$ cat config.mk
export PLATFORM = sky130hd
export DESIGN_NAME = note_sequencer
export DESIGN_NICKNAME = d
export VERILOG_FILES = /design/src/rtl/note_sequencer.sv
export SDC_FILE = /design/constraint.sdc
export NUM_CORES = 1
export LEC_CHECK = 0
export BUFFER_PORTS_ARGS = -buffer_cell sky130_fd_sc_hd__buf_2
export CAP_MARGIN = 20
export CORE_ASPECT_RATIO = 0.6
export CORE_MARGIN = 4
export CORE_UTILIZATION = 60
export CTS_CLUSTER_DIAMETER = 40
export CTS_CLUSTER_SIZE = 14
export DETAILED_ROUTE_END_ITERATION = 6
export PLACE_DENSITY = 0.87
export SYNTH_ARGS = -nofsm -noshare
export SYNTH_HDL_FRONTEND = slang
export SYNTH_SLANG_ARGS = --single-unit
export TNS_END_PERCENT = 50
$ cat constraint.sdc
create_clock -name clk -period 3.1 [get_ports clk]
set_input_delay 0.155 -clock clk [delete_from_list [all_inputs] [get_ports clk]]
set_output_delay 0.155 -clock clk [all_outputs]
set_load 0.005 [all_outputs]
$ cat src/rtl/note_sequencer.sv
`default_nettype none
// +----------------------------------------------------------------------------+
// | Module   : note_sequencer                                                  |
// | Function : FIFO-buffered step sequencer driving per-track note/amplitude.  |
// |            Optional macro SEQ_GAP_EN silences the final tick of D>=2 steps.|
// | Revision : 1.0 - initial release                                           |
// +----------------------------------------------------------------------------+
module note_sequencer #(
  parameter int NUM_TRACKS  = 1,
  parameter int PACKET_SIZE = 24,
  parameter int FIFO_DEPTH  = 4,
  parameter int TICK_DIV    = 2500000
) (
  input  logic                                clk,
  input  logic                                reset,
  input  logic                                pkt_valid,
  input  logic [PACKET_SIZE*NUM_TRACKS-1:0]   pkt_data,
  output logic                                pkt_ready,
  output logic [8*NUM_TRACKS-1:0]             note,
  output logic [8*NUM_TRACKS-1:0]             amp,
  output logic                                note_strobe,
  output logic                                playing,
  output logic                                underrun,
  output logic [$clog2(FIFO_DEPTH):0]         fill
);

  localparam int c_PW = PACKET_SIZE * NUM_TRACKS;
  localparam int c_AW = $clog2(FIFO_DEPTH);
  localparam int c_FW = c_AW + 1;
  localparam int c_TW = $clog2(TICK_DIV);

  localparam logic [c_TW-1:0] c_TICK_LAST    = c_TW'(TICK_DIV - 1);
  localparam logic [c_TW-1:0] c_TICK_PRELOAD = c_TW'(TICK_DIV - 2);

  localparam logic [1:0] c_IDLE = 2'd0;
  localparam logic [1:0] c_LOAD = 2'd1;
  localparam logic [1:0] c_PLAY = 2'd2;

`ifdef SEQ_GAP_EN
  localparam bit c_GAP_EN = 1'b1;
`else
  localparam bit c_GAP_EN = 1'b0;
`endif

  logic [c_PW-1:0]         r_mem [FIFO_DEPTH];
  logic [c_AW-1:0]         r_wr_ptr;
  logic [c_AW-1:0]         r_rd_ptr;
  logic [c_FW-1:0]         r_fill;

  logic [1:0]              r_state;
  logic [c_TW-1:0]         r_tick;
  logic [8:0]              r_rem;
  logic [8*NUM_TRACKS-1:0] r_note;
  logic [8*NUM_TRACKS-1:0] r_amp;
  logic                    r_strobe;
  logic                    r_playing;
  logic                    r_underrun;

  logic                    w_push;
  logic                    w_pop;
  logic                    w_fifo_nonempty;
  logic [c_PW-1:0]         w_head;
  logic [8*NUM_TRACKS-1:0] w_head_note;
  logic [8*NUM_TRACKS-1:0] w_head_amp;
  logic [7:0]              w_head_dur;
  logic [8:0]              w_load_rem;

  assign pkt_ready       = (r_fill < c_FW'(FIFO_DEPTH));
  assign w_fifo_nonempty = (r_fill != '0);
  assign w_push          = pkt_valid && pkt_ready;
  assign w_pop           = (r_state == c_LOAD) && w_fifo_nonempty;

  // Packet buffer storage; contents need no reset, pointers do.
  always_ff @(posedge clk) begin
    if (w_push) begin
      r_mem[r_wr_ptr] <= pkt_data;
    end
  end

  always_ff @(posedge clk or negedge reset) begin
    if (!reset) begin
      r_wr_ptr <= '0;
      r_rd_ptr <= '0;
      r_fill   <= '0;
    end else begin
      if (w_push) begin
        r_wr_ptr <= r_wr_ptr + c_AW'(1);
      end
      if (w_pop) begin
        r_rd_ptr <= r_rd_ptr + c_AW'(1);
      end
      case ({w_push, w_pop})
        2'b10:   r_fill <= r_fill + c_FW'(1);
        2'b01:   r_fill <= r_fill - c_FW'(1);
        default: r_fill <= r_fill;
      endcase
    end
  end

  assign w_head = r_mem[r_rd_ptr];

  for (genvar t = 0; t < NUM_TRACKS; t++) begin : g_track
    assign w_head_note[8*t +: 8] = w_head[PACKET_SIZE*t + 8 +: 8];
    assign w_head_amp[8*t +: 8]  = w_head[PACKET_SIZE*t +: 8];
  end

  // Only track 0 carries the step duration; zero encodes 256 ticks.
  assign w_head_dur = w_head[16 +: 8];
  assign w_load_rem = (w_head_dur == 8'd0) ? 9'd256 : {1'b0, w_head_dur};

  always_ff @(posedge clk or negedge reset) begin
    if (!reset) begin
      r_state    <= c_IDLE;
      r_tick     <= '0;
      r_rem      <= '0;
      r_note     <= '0;
      r_amp      <= '0;
      r_strobe   <= 1'b0;
      r_playing  <= 1'b0;
      r_underrun <= 1'b0;
    end else begin
      r_strobe <= 1'b0;
      case (r_state)
        c_IDLE: begin
          if (w_fifo_nonempty) begin
            r_state <= c_LOAD;
          end
        end

        c_LOAD: begin
          r_note    <= w_head_note;
          r_amp     <= w_head_amp;
          r_rem     <= w_load_rem;
          r_tick    <= '0;
          r_strobe  <= 1'b1;
          r_playing <= 1'b1;
          r_state   <= c_PLAY;
        end

        c_PLAY: begin
          if (r_tick == c_TICK_LAST) begin
            r_tick <= '0;
            if (r_rem == 9'd1) begin
              // Reached only when the next packet arrived too late to preload.
              if (w_fifo_nonempty) begin
                r_state <= c_LOAD;
              end else begin
                r_state    <= c_IDLE;
                r_playing  <= 1'b0;
                r_amp      <= '0;
                r_underrun <= 1'b1;
              end
            end else begin
              r_rem <= r_rem - 9'd1;
              if (c_GAP_EN && (r_rem == 9'd2)) begin
                r_amp <= '0;
              end
            end
          end else begin
            r_tick <= r_tick + c_TW'(1);
            // Enter LOAD one cycle early so the next step lands exactly on the tick boundary.
            if ((r_rem == 9'd1) && (r_tick == c_TICK_PRELOAD) && w_fifo_nonempty) begin
              r_state <= c_LOAD;
            end
          end
        end

        default: begin
          r_state <= c_IDLE;
        end
      endcase
    end
  end

  assign note        = r_note;
  assign amp         = r_amp;
  assign note_strobe = r_strobe;
  assign playing     = r_playing;
  assign underrun    = r_underrun;
  assign fill        = r_fill;

endmodule
`default_nettype wire

==> flow_summary_export.csv <==
group,metric,value,unit
cts,clock_latency,420,ps
pwr,vdd_drop_max,0.535,mV
pwr,comb_power_share,31.0,%
sta,period_needed,2710,ps
pwr,p_int,4.83,mW
critical_path,cp.required,3370,ps
sta,clock-skew-final,7.77,ps
route,drc_errors,0,
logic_synthesis,synth_cell_types,60,
final_layout,nets,571,
logic_synthesis,yosysSeqAreaShare,65.6,%
place,placed_cell_area,0.00708,mm²
outcome,status,"finished clean",
logic_synthesis,ys.flop_type,"edfxtp_1",
cts,cts_tree,"done",
cts,cts_buffers,17,
global_routing,antenna_found_initial,1,
sta,drv_slew,0,
cts,path_clk_slew,60,ps
cts,cts_sinks,155,
sta,slew_headroom,34.1,%
place,detailed_place_hpwl,9360,µm
route,vias,4184,
floorplanning,rows,29,
route,route.detailed.wl_per_inst,21.8,µm
sta,hold_viol,0,
critical_path,cp_slowest_stage_delay,810,ps
sta,max_freq,370,MHz
logic_synthesis,async_flop_share,38.1,%
place,numPortBuffers,49,
pwr,p_seq_share,41.4,%
logic_synthesis,syn_area_per_cell,15.1,µm²
logic_synthesis,ys_top_cells_by_count,"edfxtp_1, dfrtp_1, nor2_1, mux4_2, nand3_1",
critical_path,start_kind,"flip-flop",
sta,period_share,87.3,%
cts,clk_path_buf_depth,2,
logic_synthesis,synth_edf_count,96,
logic_synthesis,synth_cells,439,
sta,worst_slew_pin_slew,981,ps
floorplanning,core-area,0.0107,mm²
final_layout,layout.cells.non_filler,682,
global_routing,grt_pass1_vias,4254,
pwr,p_clk_share,27.6,%
cts,htreeDepth,4,
place,gp_congestion,0.936,
final_layout,drive_gt1_share,26.4,%
global_routing,grt_first_pass_wirelength,23400,µm
run,drv_cap,0,
route,wl,14900,µm
global_routing,gr-usage-all-layers,25.0,%
worst_hold_path,hold_class,"primary input to flip-flop",
pwr,swShare,34.2,%
route,ant_nets,0,
sta,rsz0062_at_grt,"no",
global_routing,grt-ovfl-total,0,
route,first_pass_iters,5,
logic_synthesis,synth_fp_nets,481,
critical_path,crit_path_top_delay_cell,"nor3_1",
floorplanning,die_x,144,µm
pwr,p_switching,2.51,mW
floorplanning,die_y,89.5,µm
logic_synthesis,synth_top_area_cell,"edfxtp_1",
final_layout,num-fill-cells,628,
logic_synthesis,synth_area_leaders,"edfxtp_1, dfrtp_1, mux4_2",
final_layout,synthToLayoutAreaGrowth,19.3,%
logic_synthesis,ys_ff_latch,155,
logic_synthesis,yosys_warnings,0,
critical_path,worstSetupPathType,"flip-flop to flip-flop",
logic_synthesis,netlist.area_leader.share,43.4,%
floorplanning,start_util,62.3,%
sta,setup_viol,0,
sta,fin_tns_setup,0,ps
pwr,power_density,927,mW/mm²
place,dp.cells,623,
critical_path,end_kind,"flip-flop",
route,first_iter_violations,574,
pwr,p_leak,3.09,nW
global_routing,grt_max_degree,40,
logic_synthesis,yosysMostFrequentCell,"edfxtp_1",
route,viasPerCell,6.13,
final_layout,design_area,0.00792,mm²
critical_path,crit_chain,"inv_1 -> ha_1 -> buf_4 -> nand2_1 -> nor3_1 -> nand4_1 -> xor2_1 -> nor2_1",
logic_synthesis,syn_area,0.00664,mm²
floorplanning,dieArea,0.0129,mm²
floorplanning,ioPinCount,50,
cts,root_buffer,"clkbuf_16",
critical_path,critPathMaxFanout,12,
critical_path,arrival,2970,ps
## path summary, 6_finish.rpt
kind	from	to	slack, ps	cells after the start
max	r_state[0]	r_tick[16]	390	8
min	pkt_valid	r_wr_ptr[0]	210	3
max reg2reg	r_state[0]	r_tick[16]	390	8
min reg2reg	underrun	underrun	470	1
max in group asynchronous	reset	r_rd_ptr[0]	1920	3
min in group asynchronous	reset	amp[4]	400	2
## repair_timing
action / in CTS / in global routing
hold buffers: 25 / 0
hold endpoints to repair: 133 / 0
resized for setup: 0 / 0
endpoints found under the setup margin: 0 / 0
buffers inserted: 0 / 0
## cell usage in the layout (no fill, tap or decap), drive strengths merged, types with 14 or more instances in the layout
cell type / netlist / final
dlygate4sd3: 0 / 25
buf: 7 / 63
nor2: 34 / 34
inv: 16 / 25
edfxtp: 96 / 96
dfrtp: 59 / 59
ha: 14 / 14
clkbuf: 10 / 17
nand2: 17 / 17
mux4: 24 / 24
xor2: 15 / 15
nand3: 21 / 21
## power groups by stage
stage               registers, mW  logic [mW]  clock network (mW)
floorplan                    2.88        1.56                   0
CTS                          3.04        2.25                2.05
finish                       3.04        2.28                2.02
global route                 3.09        2.48                2.13
detailed placement           3.05        2.16                   0
global placement             3.01        2.05                   0
## critical path: cells and delay by family, from the launching register on
kind | cells | cell delay, ps
AND/OR/NAND/NOR | 4 | 1220
flip-flops | 1 | 430
buffers and inverters | 2 | 330
XOR/XNOR | 1 | 230
adder cells (fa/ha/maj) | 1 | 350
## cell families (layout without fill, tap and decap cells)
family	Yosys count	count (layout)	synth area share (%)
AOI/OAI and AO/OA	40	40	4.05
xor gates and xnor gates	22	22	2.90
adders and majority gates	15	15	2.94
buffers and inverters	35	138	2.22
DFF	155	155	65.6
muxes	45	45	11.5
other	0	1	0
and+or+nand+nor	127	127	10.8
## metal layers
metal | up-vias | track usage [%] | part of all wire (%)
li1 | 1838 | - | -
met1 | 2093 | 35.0 | 43
met2 | 226 | 39.3 | 46
met3 | 27 | 6.25 | 8.7
met4 | 0 | 8.38 | 1.9
met5 | - | 0 | 0
## area by class of cell
cell class              count  area, µm²  share of cell area, %
flip-flops and latches    155       4360                   55.0
multi-input cells         249       2140                   27.0
repair buffers             88        604                   7.63
clock buffers              17        425                   5.37
well taps                 139        174                   2.20
clock inverters            15        151                   1.91
inverters                  18       67.6                  0.853
diodes                      1       2.50                 0.0316
## state kept, by name, indices dropped and copies added (netlist names)
signal	cells
r_mem	96
r_tick	22
r_rem	9
amp	8
note	8
fill	3
r_rd_ptr	2
r_state	2
r_wr_ptr	2
note_strobe	1
playing	1
underrun	1
## per-stage QoR
| stage | setup WS [ps] | utilization, % | hold WS, ps | power [mW] |
|---|---|---|---|---|
| final | 394 | 74.3 | 212 | 7.34 |
| after global routing | 219 | 74.3 | 237 | 7.70 |
| after CTS | 443 | 74.1 | 210 | 7.33 |
| after detailed placement | 530 | 66.4 | 321 | 5.21 |
| after global placement | 735 | 66.4 | 304 | 5.06 |
| after floorplan | 906 | - | -141 | 4.44 |
Note: power is estimated with default switching activity, not from simulation.
